**config.mk**
```make
export PLATFORM = sky130hd
export DESIGN_NAME = apb_master_fsm
export DESIGN_NICKNAME = d
export VERILOG_FILES = /design/src/rtl/apb_bridge_pkg.sv /design/src/rtl/apb_addr_decode.sv /design/src/rtl/apb_master_fsm.sv
export SDC_FILE = /design/constraint.sdc
export NUM_CORES = 1
export LEC_CHECK = 0
export ABC_AREA = 1
export BUFFER_PORTS_ARGS = -buffer_cell sky130_fd_sc_hd__buf_2
export CELL_PAD_IN_SITES_DETAIL_PLACEMENT = 1
export CELL_PAD_IN_SITES_GLOBAL_PLACEMENT = 1
export CORE_ASPECT_RATIO = 0.6
export CORE_MARGIN = 3
export CORE_UTILIZATION = 28
export DETAILED_ROUTE_END_ITERATION = 16
export PLACE_DENSITY = 0.82
export SLEW_MARGIN = 20
export SYNTH_ARGS = -nofsm -noshare
export SYNTH_HDL_FRONTEND = slang
export SYNTH_SLANG_ARGS = --single-unit
export TNS_END_PERCENT = 100
```
**constraint.sdc**
```tcl
create_clock -name hclk -period 1.6 [get_ports hclk]
set_clock_uncertainty 0.1 [all_clocks]
set_input_delay 0.4 -clock hclk [delete_from_list [all_inputs] [get_ports hclk]]
set_output_delay 0.4 -clock hclk [all_outputs]
set_load 0.01 [all_outputs]
```
**src/rtl/apb_bridge_pkg.sv**
```systemverilog
// rtl/apb_bridge_pkg.sv - shared states, address map and slave select codes for the APB bridge
package apb_bridge_pkg;

    typedef enum logic [1:0] {
        IDLE   = 2'd0,
        SETUP  = 2'd1,
        ACCESS = 2'd2,
        RESP   = 2'd3
    } state_t;

    localparam logic [31:0] REGION0_BASE  = 32'h8000_0000;
    localparam logic [31:0] REGION0_LIMIT = 32'h83FF_FFFF;
    localparam logic [31:0] REGION1_BASE  = 32'h8400_0000;
    localparam logic [31:0] REGION1_LIMIT = 32'h87FF_FFFF;
    localparam logic [31:0] REGION2_BASE  = 32'h8800_0000;
    localparam logic [31:0] REGION2_LIMIT = 32'h8BFF_FFFF;

    localparam logic [2:0] PSEL_NONE = 3'b000;
    localparam logic [2:0] PSEL_S0   = 3'b001;
    localparam logic [2:0] PSEL_S1   = 3'b010;
    localparam logic [2:0] PSEL_S2   = 3'b100;

endpackage

```
**src/rtl/apb_addr_decode.sv**
```systemverilog
// rtl/apb_addr_decode.sv - combinational address to one-hot slave select decoder
module apb_addr_decode
    import apb_bridge_pkg::*;
#(
    parameter int AW = 32
) (
    input  logic [AW-1:0] addr,
    output logic [2:0]    psel,
    output logic          valid
);

    logic [31:0] a32;

    assign a32 = 32'(addr);

    always_comb begin
        psel  = PSEL_NONE;
        valid = 1'b0;
        if (a32 >= REGION0_BASE && a32 <= REGION0_LIMIT) begin
            psel  = PSEL_S0;
            valid = 1'b1;
        end else if (a32 >= REGION1_BASE && a32 <= REGION1_LIMIT) begin
            psel  = PSEL_S1;
            valid = 1'b1;
        end else if (a32 >= REGION2_BASE && a32 <= REGION2_LIMIT) begin
            psel  = PSEL_S2;
            valid = 1'b1;
        end
    end

endmodule

```
**src/rtl/apb_master_fsm.sv**
```systemverilog
// rtl/apb_master_fsm.sv - single-outstanding command to APB master with decode and timeout
module apb_master_fsm
    import apb_bridge_pkg::*;
#(
    parameter int TIMEOUT = 16,
    parameter int AW      = 32
) (
    input  logic          hclk,
    input  logic          hreset,
    input  logic          cmd_valid,
    output logic          cmd_ready,
    input  logic          cmd_write,
    input  logic [AW-1:0] cmd_addr,
    input  logic [AW-1:0] cmd_wdata,
    output logic          rsp_valid,
    output logic [AW-1:0] rsp_rdata,
    output logic          rsp_err,
    output logic [2:0]    psel,
    output logic          penable,
    output logic          pwrite,
    output logic [AW-1:0] paddr,
    output logic [AW-1:0] pwdata,
    input  logic [AW-1:0] prdata,
    input  logic          pready
);

    localparam int            CW        = (TIMEOUT > 1) ? $clog2(TIMEOUT) : 1;
    localparam logic [CW-1:0] WAIT_LAST = CW'(TIMEOUT - 1);

    state_t        state, state_d;
    logic [CW-1:0] wait_cnt, wait_cnt_d;
    logic [2:0]    psel_d;
    logic          penable_d, pwrite_d, rsp_valid_d, rsp_err_d;
    logic [AW-1:0] paddr_d, pwdata_d, rsp_rdata_d;
    logic [2:0]    dec_psel;
    logic          dec_valid;

    apb_addr_decode #(.AW(AW)) u_decode (
        .addr  (cmd_addr),
        .psel  (dec_psel),
        .valid (dec_valid)
    );

    // Gated by hreset so no command can be offered while the block is held in reset.
    assign cmd_ready = (state == IDLE) && !hreset;

    always_ff @(posedge hclk) begin
        if (hreset) begin
            state     <= IDLE;
            wait_cnt  <= '0;
            psel      <= PSEL_NONE;
            penable   <= 1'b0;
            pwrite    <= 1'b0;
            paddr     <= '0;
            pwdata    <= '0;
            rsp_valid <= 1'b0;
            rsp_rdata <= '0;
            rsp_err   <= 1'b0;
        end else begin
            state     <= state_d;
            wait_cnt  <= wait_cnt_d;
            psel      <= psel_d;
            penable   <= penable_d;
            pwrite    <= pwrite_d;
            paddr     <= paddr_d;
            pwdata    <= pwdata_d;
            rsp_valid <= rsp_valid_d;
            rsp_rdata <= rsp_rdata_d;
            rsp_err   <= rsp_err_d;
        end
    end

    always_comb begin
        state_d     = state;
        wait_cnt_d  = wait_cnt;
        psel_d      = psel;
        penable_d   = penable;
        pwrite_d    = pwrite;
        paddr_d     = paddr;
        pwdata_d    = pwdata;
        rsp_valid_d = 1'b0;
        rsp_rdata_d = rsp_rdata;
        rsp_err_d   = rsp_err;
        unique case (state)
            IDLE: begin
                if (cmd_valid) begin
                    pwrite_d = cmd_write;
                    paddr_d  = cmd_addr;
                    pwdata_d = cmd_wdata;
                    if (dec_valid) begin
                        psel_d    = dec_psel;
                        penable_d = 1'b0;
                        state_d   = SETUP;
                    end else begin
                        rsp_valid_d = 1'b1;
                        rsp_err_d   = 1'b1;
                        rsp_rdata_d = '0;
                        state_d     = RESP;
                    end
                end
            end
            SETUP: begin
                penable_d  = 1'b1;
                wait_cnt_d = '0;
                state_d    = ACCESS;
            end
            ACCESS: begin
                if (pready) begin
                    rsp_valid_d = 1'b1;
                    rsp_err_d   = 1'b0;
                    rsp_rdata_d = pwrite ? '0 : prdata;
                    psel_d      = PSEL_NONE;
                    penable_d   = 1'b0;
                    state_d     = RESP;
                end else if (wait_cnt == WAIT_LAST) begin
                    rsp_valid_d = 1'b1;
                    rsp_err_d   = 1'b1;
                    rsp_rdata_d = '0;
                    psel_d      = PSEL_NONE;
                    penable_d   = 1'b0;
                    state_d     = RESP;
                end else begin
                    wait_cnt_d = wait_cnt + 1'b1;
                end
            end
            RESP: begin
                state_d = IDLE;
            end
            default: begin
                state_d = IDLE;
            end
        endcase
    end

endmodule

```
* After elaboration in Yosys (flattened, before gate mapping) *
Cells that the tools add are included.

storage, ports and cells
  register bits after elaboration = 109
  logic and storage cells = 82
  input bits = 101
  output and inout port bits = 104

operators by class
  add/sub/neg operators = 1
  reductions and logical operators = 15
  magnitude comparators = 6
  equality and inequality tests = 10
  multiplexer cells = 40

operators with widths
  cell                                                       number
  two-way mux 32 bit                                         5
  greater-or-equal comparator 32 bit, second input constant  3
  less-or-equal comparator 32 bit, second input constant     3
  case mux 32 bit (2 select lines)                           1
  two-way mux 3 bit                                          7
  two-way mux 1 bit                                          15
  AND reduction 4 bit                                        3
  != test 2 bit, second input constant                       5
  two-way mux 2 bit                                          4
  two-way mux 4 bit                                          2
  case mux 2 bit (4 select lines)                            1
  case mux 4 bit (2 select lines)                            1
  case mux 3 bit (2 select lines)                            1
  adder 4 x 1 -> 4 bit, second input constant                1
  equality test 2 bit, second input constant                 2
  equality test 4 bit, second input constant                 1
  logical AND 1 bit                                          4
  case mux 1 bit (2 select lines)                            2
  AND reduction 2 bit                                        2
  nonzero test 2 bit                                         2
  != test 3 bit, second input constant                       1
  case mux 1 bit (3 select lines)                            1
  AND reduction 3 bit                                        1
  nonzero test 3 bit                                         1
  other kinds (3)                                            3

* Depth between registers and ports, before layout *
  depth after elaboration = 8
  gate-level depth with buffers = 11
  depth with buffers taken out = 9

* Modules after synthesis *
A second synthesis with hierarchy kept.

second synthesis, totals
  cell total of the unflattened synthesis = 681
  area, all modules = 4,589.4 um2

modules (own cells, without submodules)
  module           sequential area each (um2)  instances  cells an instance  area an instance (um2)
  apb_master_fsm   2,182.1                     1          659                4,496.8
  apb_addr_decode  0.0                         1          22                 92.6

* Worst setup path before layout *
No wires, ideal clock.

  path kind = flip-flop to flip-flop
  from = register state[0]
  to = register psel[0]
  data arrival time = 1,413 ps
  setup slack = -29 ps
  data required time = 1,385 ps
  library setup time = 115 ps
  buffers on the path = 2
  cell stages (with the launch flop) = 11
  clock period less this slack = 1,629 ps
  cells stage by stage = dfxtp_1 > inv_1 > ha_1 > inv_2 > nand2_1 > inv_1 > nor2_4 > buf_6 > buf_6 > a21oi_1 > nor2_1

on the way
  word-level cells in the longest chain between the ends = 3
  elaborated cells between the ends (all ways) = 8
  those cells by class = eq/ne: 4; mux: 1; reduce/logical: 3

RTL lines
  what                                                           RTL line              RTL
  start, declared                                                apb_master_fsm.sv:30  state_t state, state_d;
  start signal, assigned                                         apb_master_fsm.sv:60  state <= state_d;
  equality test 2 bit / zero test 2 bit (equally long branches)  apb_master_fsm.sv:84  unique case (state)
  != test 3 bit (no source line) (tied with other cells)         -
  AND reduction 4 bit (no source line)                           -
  end signal, assigned                                           apb_master_fsm.sv:62  psel <= psel_d;
  end, declared                                                  apb_master_fsm.sv:18  output logic [2:0] psel,

Parallel ways exist; a longest one is shown, timed or not.
A chain may end at the register's enable or synchronous reset.

* Final worst setup path *
  from = register state[0]
  to = register rsp_rdata[24]

on the way
  word-level cells in the longest chain between the ends = 3
  elaborated cells between the ends (all ways) = 8
  those cells by class = eq/ne: 4; mux: 1; reduce/logical: 3

RTL lines
  what                                                           RTL line              RTL
  equality test 2 bit / zero test 2 bit (equally long branches)  apb_master_fsm.sv:84
  != test 3 bit (no source line) (tied with other cells)         -
  AND reduction 4 bit (no source line)                           -
  end signal, assigned                                           apb_master_fsm.sv:68  rsp_rdata <= rsp_rdata_d;
  end, declared                                                  apb_master_fsm.sv:16  output logic [AW-1:0] rsp_rdata,

Parallel ways exist; a longest one is shown, timed or not.

==> qor.txt <==
Status: finished, violations left
Failing checks: negative setup slack
Syn avg cell area: 7.28 um^2
CTS tree: built
Initial antenna violation count: 1
Ranking of synthesized cells by area: dfxtp_1 51%, nor2_1 17%, o21ai_0 7.8%
Crit path time final: 1.77 ns
Crit Path Max Fanout: 7
WP depth: 12
DRT Wirelength: 16300 um
Max-Cap Viols: 0
Clock-pin slew on the worst setup and hold paths: 0.08 ns
Commonest non-fill, non-tap cell in the layout: buf_2
Clock Tree Buf Depth: 2
Power consumption: 15.0 mW
Worst path slowest cell: dfxtp_2
Layout cells sized above 1: 0.441
Post-DRT Antenna Nets: 0
Top delay family on crit path: buffers and inverters
Yosys Warn Count: 0
Fin worst setup slack: -0.166 ns
Crit path from: state[0]
GPL Wtd Cong: 0.814
# clock sinks: 109
WL per Instance: 15.8 um
Pleak: 3.36 nW
RSZ-0062 raised after global routing: true
Worst Reg-to-Reg Cells: 12
Critical Path, Cell by Cell: inv_4 -> ha_4 -> inv_4 -> buf_6 -> buf_6 -> o21ai_4 -> nor2_4 -> buf_12 -> clkbuf_16 -> nand3_2 -> nand2_1 -> nor2_1
Fin nets: 938
Final cell count without fillers: 1035
Worst-case vdd ir drop: 1.06 mV
Clk Tree Root Cell: clkbuf_16
Mapped Cells: 592
Final Setup Violations: 39
Final Hold Viols: 0
Port bufs: 204
DP Worst Slack: -0.386 ns
Inst Count DP: 997
Slew HR: 0.765
Via density: 4.55
Die H: 102 um
Core area: 0.0148 mm^2
Post-route clock period utilization: 1.10
Worst Path Arrival: 1.92 ns
DIE AREA: 0.0170 mm^2
First DRT Iteration DRCs: 179
H-tree levels: 3
Synthesized area: 0.00431 mm^2
Max-slew violation count: 0
Synth area leader: dfxtp_1
Area Overhead vs Synth: 58.4%
TritonCTS Buffers: 9
Worst Tran Pin Value: 0.350 ns
Via count: 4706
Fmax: 566 MHz
Initial core utilization: 0.292
First-pass GRT wire length: 24500 um
Tot GR Track Use: 0.181
Clk_lat worst skew: 0.35 ns
Count of state elements after synthesis: 109
Vias in the first global route: 4665
Register-to-register setup slack: -0.17 ns
Net Count, Synth: 698
Pwr per Cell Area: 2190 mW/mm^2
Worst Setup End Kind: flip-flop
Largest net degree at the start of global routing: 52
Row count: 34
Sequential-to-total area share from yosys stat: 0.506
CP Launch Type: flip-flop
Most frequent cells in the layout: 203 x buf_2, 179 x nor2_1, 105 x dfxtp_1
Top cell type's share of synthesized area: 0.506
Crit path buf inv count: 6
Hold Path Class: in2reg
Drt first pass iters: 4
Kind of critical path: reg2reg
HPWL after detailed placement: 10800 um
Critical Path Max Stage Delay: 0.36 ns
# IOs: 205
DIE WIDTH: 166 um
Grt total ovfl: 0
Library cells used by synthesis: 25
Remaining DRCs: 0
# diodes: 0
Worst R2R Start: state[0]
CP Data Required Time: 1.75 ns
R2r endpoint: rsp_rdata[24]
Worst setup path endpoint: rsp_rdata[24]
==> per-stage QoR <==
| step | hold WS, ns | cell area (um^2) | util | TNS (ns) |
|---|---|---|---|---|
| final | 0.174 | 6830 | 0.463 | -4.75 |
| after detailed placement | 0.365 | 5820 | 0.394 | -15.81 |
| after CTS | 0.180 | 6590 | 0.446 | -4.77 |
| after global placement | 0.356 | 5820 | 0.394 | -11.40 |
| after floorplan | 0.346 | 4320 | - | 0 |
| after global routing | 0.177 | 6830 | 0.463 | -8.01 |
==> what timing repair did <==
| item | in CTS | in global routing |
|---|---|---|
| cloned | 4 | 3 |
| buffers inserted | 13 | 5 |
| hold buffers | 0 | 0 |
| endpoints found under the setup margin | 90 | 81 |
| resized for setup | 75 | 88 |
| pin swaps | 16 | 20 |
==> cell usage after synthesis <==
cell	instances
dfxtp_1	109
nand3_2	1
clkbuf_1	18
o21ai_0	67
nand3_1	41
o21ai_4	1
inv_2	4
nor2_1	201
nand4_1	3
buf_6	2
nor2_4	2
buf_2	13
nand2_1	84
o211ai_1	1
buf_1	1
o211ai_2	1
inv_1	14
buf_4	3
nor2_2	1
o2111ai_2	1
nor3_1	1
a22oi_1	1
and3_1	1
a21oi_1	16
ha_1	5
==> worst min-delay path by stage <==
stage,startpoint,end,slack [ns],cells after the start
after floorplan,wait_cnt[1],wait_cnt[1],0.35,2
after global placement,paddr[20],paddr[20],0.36,2
after detailed placement,paddr[6],paddr[6],0.37,2
after CTS,cmd_addr[6],paddr[6],0.18,3
after global routing,cmd_wdata[18],pwdata[18],0.18,3
final,cmd_addr[10],paddr[10],0.17,3
==> worst min-delay path, stage by stage <==
cell and delay (ns):
buf_2 0.07, o21ai_1 0.05, nor2_1 0.07
==> per-layer routing <==
| metal | part of all wire | vias up | global-route usage |
|---|---|---|---|
| met2 | 0.43 | 126 | 0.286 |
| met1 | 0.48 | 2190 | 0.236 |
| met4 | 0.0088 | 2 | 0.0345 |
| li1 | - | 2375 | - |
| met3 | 0.076 | 13 | 0.0750 |
| met5 | 0.00080 | - | 0 |
==> layout make-up <==
type | instances | area, um^2
repair buffers | 265 | 1800
well taps | 198 | 248
multi-input cells | 429 | 2230
clock inverters | 7 | 57.6
inverters | 18 | 82.6
clock buffers | 9 | 225
flip-flops and latches | 109 | 2190
fillers | 1881 | 7930
==> flip-flops by register name, summed over array words and instances (netlist names) <==
register	flops
penable	1
state	2
pwdata	32
paddr	32
rsp_valid	1
psel	3
wait_cnt	4
rsp_err	1
rsp_rdata	32
pwrite	1
==> kinds of logic after synthesis <==
family | count (synthesis) | synth area share
AO/OA/AOI/OAI | 88 | 0.110
adder cells (fa/ha/maj) | 5 | 0.0145
buffers and inverters | 55 | 0.0577
flip-flops | 109 | 0.506
AND/OR/NAND/NOR | 335 | 0.312
==> power by group <==
group          total (mW)  leakage (nW)  internal (mW)  switching [mW]
Combinational        8.47          2.32           3.97            4.50
Clock                2.18         0.134           1.08            1.10
Sequential           4.32         0.901           3.73           0.593
Power figures use the tool's default switching activity.
